--- src/rtl/rom_fetch_arbiter.sv ---
`default_nettype none
// ============================================================================
// Module   : rom_fetch_arbiter
// Purpose  : Shares one synchronous ROM port between a CPU fetch requester and
//            a debug/loader requester. Responses are routed back by port tag.
// Revision : 1.0  initial release
// ============================================================================
module rom_fetch_arbiter #(
  parameter int ADDR_WIDTH = 10,
  parameter int DATA_WIDTH = 32,
  parameter int RD_LATENCY = 1,
  parameter int MAX_RUN    = 4
) (
  input  logic                  clock,
  input  logic                  reset,
  input  logic                  f_req,
  input  logic [ADDR_WIDTH-1:0] f_addr,
  output logic                  f_gnt,
  output logic                  f_rvalid,
  output logic [DATA_WIDTH-1:0] f_rdata,
  input  logic                  d_req,
  input  logic [ADDR_WIDTH-1:0] d_addr,
  output logic                  d_gnt,
  output logic                  d_rvalid,
  output logic [DATA_WIDTH-1:0] d_rdata,
  output logic [ADDR_WIDTH-1:0] rom_address,
  output logic                  rom_clken,
  input  logic [DATA_WIDTH-1:0] rom_q
);

  localparam logic [3:0] c_max_run = MAX_RUN[3:0];

  logic [3:0]            r_run;
  logic [ADDR_WIDTH-1:0] r_addr;
  logic [RD_LATENCY-1:0] r_vld;
  logic [RD_LATENCY-1:0] r_tag;

  logic                  w_grant_f;
  logic                  w_grant_d;
  logic                  w_issue;
  logic [ADDR_WIDTH-1:0] w_issue_addr;
  logic                  w_out_vld;
  logic                  w_out_tag;

  // Fetch wins contention until it has taken MAX_RUN grants in a row.
  always_comb begin
    w_grant_f = 1'b0;
    w_grant_d = 1'b0;
    if (!reset) begin
      if (d_req && (!f_req || r_run == c_max_run)) begin
        w_grant_d = 1'b1;
      end else if (f_req) begin
        w_grant_f = 1'b1;
      end
    end
  end

  assign w_issue      = w_grant_f | w_grant_d;
  assign w_issue_addr = w_grant_d ? d_addr : f_addr;

  assign f_gnt       = w_grant_f;
  assign d_gnt       = w_grant_d;
  assign rom_clken   = w_issue;
  assign rom_address = w_issue ? w_issue_addr : r_addr;

  always_ff @(posedge clock or posedge reset) begin
    if (reset) begin
      r_addr <= '0;
    end else if (w_issue) begin
      r_addr <= w_issue_addr;
    end
  end

  // Counts fetch grants only while debug is actually waiting.
  always_ff @(posedge clock or posedge reset) begin
    if (reset) begin
      r_run <= 4'd0;
    end else if (!d_req || w_grant_d) begin
      r_run <= 4'd0;
    end else if (w_grant_f && r_run != c_max_run) begin
      r_run <= r_run + 4'd1;
    end
  end

  always_ff @(posedge clock or posedge reset) begin
    if (reset) begin
      r_vld <= '0;
      r_tag <= '0;
    end else begin
      r_vld[0] <= w_issue;
      r_tag[0] <= w_grant_d;
      for (int i = 1; i < RD_LATENCY; i++) begin
        r_vld[i] <= r_vld[i-1];
        r_tag[i] <= r_tag[i-1];
      end
    end
  end

  assign w_out_vld = r_vld[RD_LATENCY-1];
  assign w_out_tag = r_tag[RD_LATENCY-1];

  assign f_rvalid = w_out_vld & ~w_out_tag;
  assign d_rvalid = w_out_vld &  w_out_tag;
  assign f_rdata  = f_rvalid ? rom_q : '0;
  assign d_rdata  = d_rvalid ? rom_q : '0;

endmodule
`default_nettype wire

--- config.mk ---
export PLATFORM = sky130hd
export DESIGN_NAME = rom_fetch_arbiter
export DESIGN_NICKNAME = d
export VERILOG_FILES = /design/src/rtl/rom_fetch_arbiter.sv
export SDC_FILE = /design/constraint.sdc
export NUM_CORES = 1
export LEC_CHECK = 0
export CAP_MARGIN = 30
export CORE_MARGIN = 1
export CORE_UTILIZATION = 29
export CTS_CLUSTER_DIAMETER = 50
export DETAILED_ROUTE_END_ITERATION = 10
export PLACE_DENSITY = 0.78
export SYNTH_ARGS = -nofsm -noshare
export SYNTH_HDL_FRONTEND = slang
export SYNTH_SLANG_ARGS = --single-unit
--- constraint.sdc ---
create_clock -name clock -period 2.9 [get_ports clock]
set_clock_uncertainty 0.15 [all_clocks]
set_input_delay 0.58 -clock clock [delete_from_list [all_inputs] [get_ports clock]]
set_output_delay 0.58 -clock clock [all_outputs]
set_load 0.05 [all_outputs]
==> key figures, run 1 <==
Pwr
  • Sw frac: 39.0%
  • PD cells: 325 nW/µm²
  • Share of total power in combinational logic: 54.9%
  • Clock network fraction of design power: 20.0%
  • Internal: 0.000611 W
  • Psw: 0.000390 W
  • Leakage: 1.50 nW
  • VDD IR max: 0.296 mV
  • Sequential share of power: 25.1%

Floorplan
  • FP Rows: 23
  • Die area: 4760 µm²
  • Ports: 135
  • Die span in y: 69.0 µm
  • Starting density of the core: 31.4%
  • Core ar.: 4140 µm²
  • Die width: 69.0 µm

Layout
  • Commonest non-fill, non-tap cell in the layout: clkdlybuf4s50_1
  • Diode count: 0
  • Layout area overhead: 137%
  • Commonest non-fill, non-tap cells in the layout: clkdlybuf4s50_1 (55), buf_4 (53), buf_12 (36), and3_1 (33), and2_1 (33)
  • Layout cell share with drive strength beyond 1: 37.4%
  • NumNets Final: 348

STA
  • Setup ws final: 2.83 ps
  • Fmax achieved: 0.345 GHz
  • Worst Max-Slew Pin Slew: 503 ps
  • Final Hold Viols: 0
  • Slew Viols, Final: 0
  • Final setup violation count: 0
  • Final worst-path cycle share: 99.9%
  • Rel. slew slack: 66.4%
  • Final hold slack: 358 ps
  • Unrepaired setup endpoints after global routing: true
  • Final worst path period need: 2900 ps

Worst hold path
  • Hold Startpoint: r_addr[4]$_DFF_PP0_
  • Hold Crit Class: reg2reg
  • Hold depth: 1
  • Hold endpoint: r_addr[4]$_DFF_PP0_

Worst setup path
  • CP Capture Type: primary output
  • Crit path largest cell delay: 450 ps
  • Critical path, cell by cell: inv_1 > ha_1 > and3b_2 > a2111oi_1 > a221o_2 > buf_4
  • CP max-delay cell: a2111oi_1
  • Worst reg2reg setup slack: 960 ps
  • CP Launch Type: register
  • CP arrival: 2170 ps
  • Reg-to-reg endpoint: r_addr[1]$_DFF_PP0_
  • CP Max Fanout: 10
  • WS Path Type: reg2out
  • Critical Path RT: 2170 ps
  • Worst reg2reg path depth: 6
  • Worst r2r src: r_run[0]$_DFFE_PP0P_

Synth
  • Syn Std Cell Area: 1300 µm²
  • Avg Inst Size Synth: 8.40 µm²
  • Sequential cell area fraction in the yosys report: 30.8%
  • Synth cell types: 26
  • Cells after Synth: 155
  • Warnings from Yosys: 0
  • Share of the synthesized area in the top cell type: 30.8%
  • Yosys reg bits: 16
  • Mapped Nets: 213
  • Synth area leaders: dfrtp_1 (31%), and2_1 (16%), and3_1 (16%), a221o_2 (6.9%), a2111oi_0 (6.1%)
  • Largest area contributor in the netlist: dfrtp_1

Placement
  • Placer Congestion: 0.775
  • Post-DP HPWL: 4.51 mm
  • IO Port Bufs: 134
  • Post-place setup slack: -15.2 ps

Routing
  • Via count: 1719
  • Detailed-router iteration count before antenna repair: 6
  • Post-route ant nets: 0
  • Initial DRC Count: 84
  • Via/cell ratio: 5.07
  • Routed WL: 5.76 mm
  • DR WL/cell: 17.0 µm
  • Residual DRC: 0

CTS
  • Clk Tree Root Cell: clkbuf_8
  • CTS resizes: 2
  • Clock tree from TritonCTS: yes
  • Worst skew pair latency: 250 ps
  • Worst-path clk slew: 70 ps
  • Clock sink count: 16
  • Num CTS Buffers: 3
  • Setup bufs post-CTS: 0
  • CTS hold repair buffers: 0
  • Clk buf depth: 2
  • H-Tree Depth: 1

GRT
  • Tot GR Track Use: 22.7%
  • Pin count of the biggest net entering global routing: 34
  • First-pass GRT wire length: 7.85 mm
  • Vias in the first global route: 1486
  • GR Overflow Total: 0
  • Initial antenna violation count: 0

Status
  • Outcome: completed

Job
  • Max Cap Viol: 0
registers in the layout, indices dropped and copies added, names as in the netlist:
signal  flops
r_tag       1
r_addr     10
r_vld       1
r_run       4
power groups by stage:
stage	combinational [W]	clock (W)	sequential, W
2_1_floorplan	0.000274	0	0.000254
3_3_place_gp	0.000536	0	0.000256
3_5_place_dp	0.000543	0	0.000255
4_1_cts	0.000544	0.000202	0.000252
5_1_grt	0.000574	0.000211	0.000253
6_report	0.000549	0.000200	0.000252
per-layer routing:
layer  up-vias  GRT usage, %  wire [µm]
met5         -             0          0
met4         0          6.38         40
met3         4          6.41        564
met2        86          39.7       2920
met1       800          26.7       2240
li1        829             -          -
through the flow:
| stage | area (µm²) | util, % | setup TNS [ps] | cells | power, W |
|---|---|---|---|---|---|
| floorplan | 1300 | - | 0 | 155 | 0.000527 |
| global placement | 2980 | 71.8 | 0 | 335 | 0.000792 |
| detailed placement | 2980 | 71.8 | -15.2 | 335 | 0.000798 |
| CTS | 3030 | 73.2 | -37.6 | 339 | 0.000998 |
| global route | 3080 | 74.4 | -512 | 339 | 0.00104 |
| finish | 3080 | 74.4 | 0 | 339 | 0.00100 |
worst max-delay path: cells and delay by family, from the launching register on:
family	cells	cell delay (ps)
AOI/OAI and AO/OA	2	640
adders and majority gates	1	250
buffers and inverters	2	280
DFF	1	410
and+or+nand+nor	1	330
synth_stat cells:
| library cell | instances |
|---|---|
| buf_2 | 2 |
| o2111a_1 | 1 |
| a21boi_0 | 3 |
| nor2b_1 | 1 |
| nand3_1 | 1 |
| a21oi_1 | 3 |
| nand4_1 | 2 |
| a2111oi_0 | 9 |
| clkbuf_1 | 12 |
| a221o_1 | 2 |
| nand3b_1 | 1 |
| nand4b_1 | 1 |
| dfrtp_1 | 16 |
| nand2b_1 | 2 |
| o21ai_0 | 1 |
| nand2_1 | 2 |
| and2_1 | 33 |
| and3b_1 | 1 |
| and4bb_2 | 1 |
| inv_1 | 15 |
| ha_1 | 2 |
| a211o_1 | 1 |
| buf_6 | 1 |
| and3_1 | 33 |
| o31ai_1 | 1 |
| a221o_2 | 8 |
how the worst max path moves through the flow:
stage / startpoint / endpoint / slack, ps
after CTS: d_req / rom_address[5] / -10
after detailed placement: d_req / rom_address[5] / -20
final: r_run[0]$_DFFE_PP0P_ / rom_address[6] / 3
after floorplan: reset / rom_address[8] / 250
after global routing: r_run[0]$_DFFE_PP0P_ / rom_address[0] / -130
after global placement: d_req / rom_address[5] / 10
kinds of logic (layout without fill, tap and decap cells):
group	after synthesis	after routing	synth area share, %
fa+ha+maj	2	2	1.92
flops	16	16	30.8
compound gates	29	29	19.9
buf+inv	30	164	9.42
simple gates	78	78	38.0
area by class of cell:
class | instances | area, µm²
repair buffers | 145 | 1680
fillers | 302 | 1060
multi-input cells | 109 | 828
flip-flops and latches | 16 | 400
well taps | 50 | 62.6
inverters | 15 | 56.3
clock buffers | 4 | 55.1
Note: power is estimated with default switching activity, not from simulation.
==> run 2, diff against run 1 <==
- CORE_ASPECT_RATIO: default -> 0.75
==> run 2 against run 1 <==
Wire length is 6.4% lower. Clock-buffer cell count stayed put. Register-to-register slack better by 50 ps. Worst setup slack improved by 47 ps. Critical path depth unchanged. Final area grew 1.1%. First-iteration DRC count down 55%. Cell count grew 2.9%. Non-clock buffer count increased by 4. Via count down 0.41%. Critical endpoint unchanged.
==> key figures, run 2 (same netlist as run 1, synthesis figures left out) <==
Layout
  • Diode count: 0 (unchanged)
  • Largest regs: r_addr x10, r_run x4 (unchanged)
  • Layout area overhead: 140% (was 137%)
  • Commonest non-fill, non-tap cell in the layout: buf_4 (was clkdlybuf4s50_1)
  • Commonest non-fill, non-tap cells in the layout: buf_4 (57), clkdlybuf4s50_1 (56), buf_12 (36), and3_1 (33), and2_1 (33) (was clkdlybuf4s50_1 (55), buf_4 (53), buf_12 (36), and3_1 (33), and2_1 (33))
  • Biggest register: r_addr (unchanged)
  • Number of flip-flops under the largest register name: 10 (unchanged)
  • Layout cell share with drive strength beyond 1: 38.4% (was 37.4%)
  • NumNets Final: 353 (was 348)

Pwr
  • VDD IR max: 0.473 mV (was 0.296 mV)
  • Leakage: 1.52 nW (was 1.50 nW)
  • PD cells: 321 nW/µm² (was 325 nW/µm²)

CTS
  • H-Tree Depth: 1 (unchanged)
  • Worst-path clk slew: 60 ps (was 70 ps)
  • Worst skew pair latency: 250 ps (about the same)
  • Clock tree from TritonCTS: yes (unchanged)
  • Clock sink count: 16 (unchanged)
  • CTS hold repair buffers: 0 (unchanged)
  • Clk buf depth: 2 (unchanged)
  • Num CTS Buffers: 3 (unchanged)
  • Clk Tree Root Cell: clkbuf_8 (unchanged)
  • Setup bufs post-CTS: 0 (unchanged)

Worst setup path
  • Critical Path RT: 2170 ps (about the same)
  • Critical path, cell by cell: inv_1 > ha_1 > and3b_2 > a2111oi_1 > a221o_2 > buf_4 (unchanged)
  • Crit path largest cell delay: 470 ps (was 450 ps)
  • Worst reg2reg setup slack: 1010 ps (was 960 ps)
  • CP Launch Type: register (unchanged)
  • Worst r2r src: r_run[0]$_DFFE_PP0P_ (unchanged)
  • Reg-to-reg endpoint: r_addr[3]$_DFF_PP0_ (was r_addr[1]$_DFF_PP0_)
  • CP arrival: 2120 ps (was 2170 ps)
  • CP max-delay cell: a2111oi_1 (unchanged)
  • Worst reg2reg path depth: 6 (unchanged)
  • WS Path Type: reg2out (unchanged)
  • Crit path buffers/inverters: 2 (unchanged)
  • CP Capture Type: primary output (unchanged)
  • CP Max Fanout: 5 (was 10)
  • CP top delay family: compound AO/OA/AOI/OAI gates (unchanged)

GRT
  • Met1 Resource Use GR: 27.2% (was 26.7%)
  • GR Overflow Total: 0 (unchanged)
  • Global routing usage on met3: 5.95% (was 6.41%)
  • Top Usage Layer GRT: met2 (unchanged)
  • Initial antenna violation count: 0 (unchanged)
  • Pin count of the biggest net entering global routing: 34 (unchanged)
  • M2 GR Usage: 39.4% (was 39.7%)
  • First-pass GRT wire length: 8.01 mm (was 7.85 mm)
  • Tot GR Track Use: 22.1% (was 22.7%)
  • Vias in the first global route: 1566 (was 1486)

Routing
  • DR WL/cell: 15.4 µm (was 17.0 µm)
  • Residual DRC: 0 (unchanged)
  • Initial DRC Count: 38 (was 84)
  • Post-route ant nets: 0 (unchanged)
  • Detailed-router iteration count before antenna repair: 5 (was 6)
  • Via count: 1712 (was 1719)
  • Via/cell ratio: 4.91 (was 5.07)
  • Routed WL: 5.39 mm (was 5.76 mm)

STA
  • Final setup violation count: 0 (unchanged)
  • Worst Max-Slew Pin Slew: 537 ps (was 503 ps)
  • Final worst path period need: 2850 ps (was 2900 ps)
  • Final Hold Viols: 0 (unchanged)
  • Final worst-path cycle share: 98.3% (was 99.9%)
  • Total Negative Setup Slacks: 0 ps (unchanged)
  • Final hold slack: 357 ps (was 358 ps)
  • Fmax achieved: 0.351 GHz (was 0.345 GHz)
  • Rel. slew slack: 64.1% (was 66.4%)
  • Slew Viols, Final: 0 (unchanged)

Floorplan
  • Ports: 135 (unchanged)
  • Die area: 4760 µm² (about the same)
  • Core ar.: 4180 µm² (was 4140 µm²)
  • Die span in y: 60.0 µm (was 69.0 µm)
  • Starting density of the core: 31.1% (was 31.4%)
  • FP Rows: 20 (was 23)
  • Die width: 79.4 µm (was 69.0 µm)

Worst hold path
  • Hold depth: 1 (unchanged)
  • Hold Crit Class: reg2reg (unchanged)
  • Hold endpoint: r_addr[5]$_DFF_PP0_ (was r_addr[4]$_DFF_PP0_)
  • Hold Startpoint: r_addr[5]$_DFF_PP0_ (was r_addr[4]$_DFF_PP0_)

Status
  • Outcome: completed (unchanged)

Placement
  • Placer Congestion: 0.875 (was 0.775)
  • Post-DP HPWL: 4.26 mm (was 4.51 mm)
  • IO Port Bufs: 134 (unchanged)

Job
  • Max Cap Viol: 0 (unchanged)
run 2: cell count changes in the layout (fill, tap and decap cells not counted), sizes merged:
cell | before | now
buf | 89 | 93
and3b | 1 | 2
clkdlybuf4s50 | 55 | 56
dlymetal6s2s | 1 | 0
run 2: where the power goes:
part           switching, W  internal (W)  leakage (nW)  total [W]
logic              0.000302      0.000251          1.29   0.000553
clock network     0.0000777      0.000121        0.0288   0.000198
registers        0.00000724      0.000244         0.204   0.000251
run 2: timing repair:
action,4_1_cts,5_1_grt
endpoints found under the setup margin,1,9
gates cloned,0,1
gates resized for setup,1,15
hold endpoints to repair,0,0
run 2: per-stage QoR:
step	setup slack, ps	util (%)	std cells	power (W)	instance area (µm²)
floorplan	247	-	155	0.000527	1300
global placement	82.0	72.1	344	0.000796	3010
detailed placement	96.9	72.1	344	0.000802	3010
CTS	9.34	73.4	348	0.00100	3070
global route	-95.2	74.6	349	0.00104	3120
finish	50.2	74.6	349	0.00100	3120
run 2: metal layers:
layer | share of wire [%] | wire length, µm
met1 | 41 | 2220
met2 | 50 | 2710
met3 | 7.7 | 417
met4 | 0.76 | 41
met5 | 0 | 0
run 2: worst max path at each step:
stage / slack, ps / cells after the start / startpoint / endpoint
6_report: 50 / 6 / r_run[0]$_DFFE_PP0P_ / rom_address[6]
2_1_floorplan: 250 / 4 / reset / rom_address[8]
3_3_place_gp: 80 / 5 / d_req / rom_address[9]
3_5_place_dp: 100 / 6 / reset / rom_address[3]
4_1_cts: 9 / 6 / r_run[0]$_DFFE_PP0P_ / rom_address[3]
5_1_grt: -100 / 6 / r_run[0]$_DFFE_PP0P_ / rom_address[6]
run 2: area by class of cell:
cell class,instances,area [µm²]
fillers,297,1060
clock buffers,4,55.1
well taps,55,68.8
repair buffers,149,1710
inverters,15,56.3
flip-flops and latches,16,400
multi-input cells,110,830
==> run 3, diff against run 2 <==
- ABC_CLOCK_PERIOD_IN_PS: default -> 3300
- CORE_UTILIZATION: 29 -> 31
- PLACE_DENSITY: 0.78 -> 0.83
- clock period: 2.9 -> 3.3 ns (I/O delays scaled with it)
==> run 3 against run 2 <==
Via count rose by 1.4%. Worst hold slack improved by 0.63 ps. Combinational power fell by 13%. Largest cell class unchanged. Highest routed layer unchanged.
==> key figures, run 3 (same netlist as run 1, synthesis figures left out) <==
STA
  • Worst Max-Slew Pin Slew: 600 ps (was 537 ps)
  • Final setup violation count: 0 (unchanged)
  • Final worst-path cycle share: 98.2%
  • Rel. slew slack: 58.9% (was 64.1%)
  • Final Hold Viols: 0 (unchanged)
  • Slew Viols, Final: 0 (unchanged)
  • Final worst path period need: 3240 ps
  • Fmax achieved: 0.308 GHz
  • Unrepaired setup endpoints after global routing: false
  • Final hold slack: 358 ps (was 357 ps)
  • Total Negative Setup Slacks: 0 ps (unchanged)

Worst setup path
  • Worst reg2reg setup slack: 1190 ps (was 1010 ps)
  • CP arrival: 2430 ps (was 2120 ps)
  • Setup crit start: f_req (was r_run[0]$_DFFE_PP0P_)
  • Worst reg2reg path depth: 5 (was 6)
  • CP Capture Type: primary output (unchanged)
  • CP Max Fanout: 9 (was 5)
  • Worst r2r src: r_run[0]$_DFFE_PP0P_ (unchanged)
  • CP Launch Type: input port (was register)
  • Reg-to-reg endpoint: r_addr[9]$_DFF_PP0_ (was r_addr[3]$_DFF_PP0_)
  • WS Path Type: in2out (was reg2out)
  • Critical Path RT: 2490 ps (was 2170 ps)

Routing
  • Initial DRC Count: 90 (was 38)
  • Detailed-router iteration count before antenna repair: 4 (was 5)
  • Post-route ant nets: 0 (unchanged)
  • Via count: 1736 (was 1712)
  • Residual DRC: 0 (unchanged)
  • Via/cell ratio: 5.08 (was 4.91)
  • Routed WL: 5.49 mm (was 5.39 mm)
  • DR WL/cell: 16.0 µm (was 15.4 µm)

Floorplan
  • Core ar.: 3830 µm² (was 4180 µm²)
  • Die area: 4460 µm² (was 4760 µm²)
  • FP Rows: 19 (was 20)
  • Die span in y: 58.1 µm (was 60.0 µm)
  • Ports: 135 (unchanged)
  • Starting density of the core: 34.0% (was 31.1%)
  • Die width: 76.8 µm (was 79.4 µm)

CTS
  • Clock tree from TritonCTS: yes (unchanged)
  • Setup bufs post-CTS: 0 (unchanged)
  • CTS hold repair buffers: 0 (unchanged)
  • Clk Tree Root Cell: clkbuf_8 (unchanged)
  • CTS resizes: 0 (was 1)
  • Worst skew pair latency: 250 ps (about the same)
  • H-Tree Depth: 1 (unchanged)
  • Clk buf depth: 2 (unchanged)
  • Num CTS Buffers: 3 (unchanged)
  • Worst-path clk slew: 60 ps (about the same)
  • Clock sink count: 16 (unchanged)

GRT
  • First-pass GRT wire length: 8.61 mm (was 8.01 mm)
  • GR Overflow Total: 0 (unchanged)
  • Initial antenna violation count: 0 (unchanged)
  • Tot GR Track Use: 24.8% (was 22.1%)
  • Pin count of the biggest net entering global routing: 35 (was 34)
  • Vias in the first global route: 1664 (was 1566)

Layout
  • Fin area: 3110 µm² (was 3120 µm²)
  • Commonest non-fill, non-tap cells in the layout: clkdlybuf4s50_1 (85), buf_12 (36), and3_1 (33), and2_1 (33), buf_4 (25) (was buf_4 (57), clkdlybuf4s50_1 (56), buf_12 (36), and3_1 (33), and2_1 (33))
  • Layout cell share with drive strength beyond 1: 25.5% (was 38.4%)
  • Largest regs: r_addr x10, r_run x4 (unchanged)
  • NumNets Final: 349 (was 353)
  • Number of flip-flops under the largest register name: 10 (unchanged)
  • Fill cell count: 256 (was 297)
  • Commonest non-fill, non-tap cell in the layout: clkdlybuf4s50_1 (was buf_4)
  • Biggest register: r_addr (unchanged)
  • Layout area overhead: 139% (was 140%)
  • Layout Cells excl Fill: 342 (was 349)
  • Diode count: 0 (unchanged)

Pwr
  • Pwr Total: 0.000873 W (was 0.00100 W)
  • PD cells: 280 nW/µm² (was 321 nW/µm²)
  • VDD IR max: 0.237 mV (was 0.473 mV)
  • Leakage: 1.44 nW (was 1.52 nW)

Placement
  • Placed Area: 3060 µm² (was 3010 µm²)
  • DP Cell Count: 338 (was 344)
  • IO Port Bufs: 134 (unchanged)
  • Post-DP HPWL: 4.36 mm (was 4.26 mm)
  • Placer Congestion: 0.818 (was 0.875)

Worst hold path
  • Hold endpoint: r_addr[7]$_DFF_PP0_ (was r_addr[5]$_DFF_PP0_)
  • Hold Startpoint: r_addr[7]$_DFF_PP0_ (was r_addr[5]$_DFF_PP0_)
  • Hold Crit Class: reg2reg (unchanged)
  • Hold depth: 1 (unchanged)

Job
  • Max Cap Viol: 0 (unchanged)

Status
  • Outcome: completed (unchanged)
-- run 3: report_power, final --
group	switching [W]	internal, W	total, W
Clock	0.0000661	0.000106	0.000172
Sequential	0.00000723	0.000214	0.000221
Combinational	0.000262	0.000217	0.000479
Total	0.000335	0.000537	0.000873
-- run 3: metal layers --
metal  global-route usage [%]  up-vias  wire length [µm]
met5                        0        -                 0
met4                     3.57        0                14
met3                     5.67        2               357
met2                     45.9       85              2810
met1                     30.2      825              2300
li1                         -      824                 -
-- run 3: worst max-delay path, cell delays in order --
cell and delay [ps]:
clkdlybuf4s50_1 620, inv_1 200, a2111oi_0 510, a221o_1 230, buf_4 200
-- run 3: worst max path at each step --
stage                     endpoint  slack [ps]  cells after the start
floorplan           rom_address[8]         490                      4
global placement    rom_address[5]         230                      5
detailed placement  rom_address[9]         150                      5
CTS                 rom_address[5]         120                      5
global route        rom_address[9]           4                      5
finish              rom_address[9]          60                      5
-- run 3: layout make-up --
class / instances / area (µm²) / area share (%)
clock buffer: 4 / 55.1 / 1.77
inverter: 15 / 56.3 / 1.81
multi-input combinational: 109 / 778 / 25.0
sequential: 16 / 400 / 12.9
tap: 52 / 65.1 / 2.09
timing repair buffer: 146 / 1760 / 56.5
-- run 3: metrics by stage --
step	setup slack, ps	util [%]
4_1_cts	121	81.4
2_1_floorplan	487	-
3_5_place_dp	148	79.9
6_report	58.2	81.4
5_1_grt	4.37	81.4
3_3_place_gp	225	79.9
==> patch (settings of run 1) <==
The parameter `RD_LATENCY` goes from 1 to 2.
--- a/src/rtl/rom_fetch_arbiter.sv
+++ b/src/rtl/rom_fetch_arbiter.sv
@@ -9,5 +9,5 @@
   parameter int ADDR_WIDTH = 10,
   parameter int DATA_WIDTH = 32,
-  parameter int RD_LATENCY = 1,
+  parameter int RD_LATENCY = 2,
   parameter int MAX_RUN    = 4
 ) (
Formal check against the unedited RTL: not equivalent (a bounded check fails within 4 cycles, from zero or initial values and one cycle with reset high).
==> patch against run 1 <==
- the run now ends with DRC left
- count of clock-buffer cells in the layout stayed put
- sequential power increased by 12%
- sequential cell count increased by 2
- synthesized cell count is 1.9% higher
- wire length fell by 4.0%
- worst setup slack better by 0.028 ns
- total power increased by 7.6%
- worst hold slack got worse by 0.16 ns
- first-iteration DRC count is 17% lower
- synthesized area increased by 7.3%
- final cell count grew 3.5%
- global-route usage down 1.2 points
- design area rose by 5.4%
- critical endpoint is now rom_address[4]
- highest routed layer unchanged
==> patch: results (changes against run 1) <==
placed_design:
  hpwl_microns: 4450  # -1.4%
  gp_congestion: 0.779  # +0.59%
  placed_area_sq_um: 3140  # +5.3%
yosys:
  yosysUniqueCellTypes: 30  # +15%
  synthesis.nets: 216  # +1.4%
  ys_top_cells_by_area: "dfrtp_1 (32%), and2_1 (16%), and3_1 (15%)"
  synth_common_cells: "and2_1 (35), and3_1 (33), dfrtp_1 (18)"
  synth_ff_type: "dfrtp_1"
  ys_seq_area_frac: 0.323  # +0.0149
final_layout:
  reg_top3: "r_addr (10), r_run (4)"
  nets: 358  # +2.9%
  drive_gt1_frac: 0.358  # -0.0158
  regMostFlops: "r_addr"
  fillCellCount: 317  # +5.0%
route:
  drtIter0Drc: 70  # -17%
  dr.pass1.iters: 7  # +1
  wire_per_inst_microns: 15.8  # -7.2%
  vias: 1824  # +6.1%
  drc: 13  # +13
global_route:
  gr-usage-all-layers: 0.215  # -0.0117
  grt_pass1_wl_microns: 8790  # +12%
clock_tree:
  cts_buffer_depth: 2  # unchanged
  cts_root_buf: "clkbuf_8"
  clkTransAtPathRegs_ns: 0.06
hold_path:
  whs_path_depth: 0  # -1
  holdPathEnd: "r_tag[1]"
  min_path_type: "register to register"
  worst_hold_startpoint: "r_tag[0]"
critical_path:
  worst_path_max_delay_cell: "clkdlybuf4s50_1"
  r2r-end: "r_addr[8]"
  r2r-start: "r_run[0]"
  crit_family: "buffers and inverters"
  slowest_delay_ns: 0.51  # +0.06 ns
  r2r_setup_slack_ns: 0.98  # +0.02 ns
  arrival_ns: 2.14  # -0.03 ns
timing:
  tightest_slew_ns: 0.525  # +0.0220 ns
  hold_slack_ns: 0.200  # -0.158 ns
status:
  violations: "DRC"
  status: "finished, violations left"
pwr:
  p_leak_uw: 0.00156  # +3.7%
  peakVddDrop_uv: 360  # +22%
flow_run:
  drv_cap: 0  # unchanged
-- patch: what timing repair did --
item | 4_1_cts | 5_1_grt
endpoints found under the setup margin | 8 | 9
endpoints found under the hold margin | 0 | 0
pin swaps | 0 | 9
buffers inserted | 0 | 2
gates resized for setup | 4 | 9
-- patch: kinds of logic after synthesis --
kind of cell               after synthesis  synth area share
and+or+nand+nor                         88             0.410
AOI/OAI and AO/OA                       29             0.185
buffers and inverters                   21            0.0645
DFF                                     18             0.323
adders and majority gates                2            0.0179
-- patch: area by class of cell --
class                      instances  share of cell area
clock buffer                       4              0.0169
inverter                           6             0.00693
multi-input combinational        119               0.264
sequential                        18               0.139
tap                               52              0.0200
timing repair buffer             152               0.553
-- patch: how the worst max path moves through the flow --
stage | depth (start not counted) | from | endpoint
floorplan | 4 | reset | rom_address[1]
global placement | 5 | d_req | rom_address[5]
detailed placement | 5 | d_req | rom_address[2]
CTS | 6 | reset | rom_address[6]
global route | 6 | f_req | rom_address[8]
finish | 6 | reset | rom_address[4]
-- patch: where the power goes --
part           switching [uW]  internal [uW]
logic                     316            279
clock network            79.1            120
registers                9.63            274
total                     405            672
-- patch: per-stage QoR --
step / setup TNS, ns / instances / util / setup slack [ns] / total power (uW)
2_1_floorplan: 0 / 158 / - / 0.0153 / 567
3_3_place_gp: -0.136 / 345 / 0.696 / -0.0190 / 852
3_5_place_dp: -0.524 / 345 / 0.696 / -0.0800 / 861
4_1_cts: 0 / 349 / 0.712 / 0.000307 / 1070
5_1_grt: -0.0465 / 351 / 0.722 / -0.0215 / 1120
6_report: 0 / 351 / 0.722 / 0.0309 / 1080
-- patch: metal layers --
metal | share of wire | GRT usage | vias to the layer above | wire length [microns]
met5 | 0 | 0 | - | 0
li1 | - | - | 858 | -
met2 | 0.52 | 0.415 | 96 | 2870
met4 | 0.010 | 0.0378 | 0 | 58
met3 | 0.096 | 0.0478 | 6 | 533
met1 | 0.37 | 0.242 | 864 | 2070
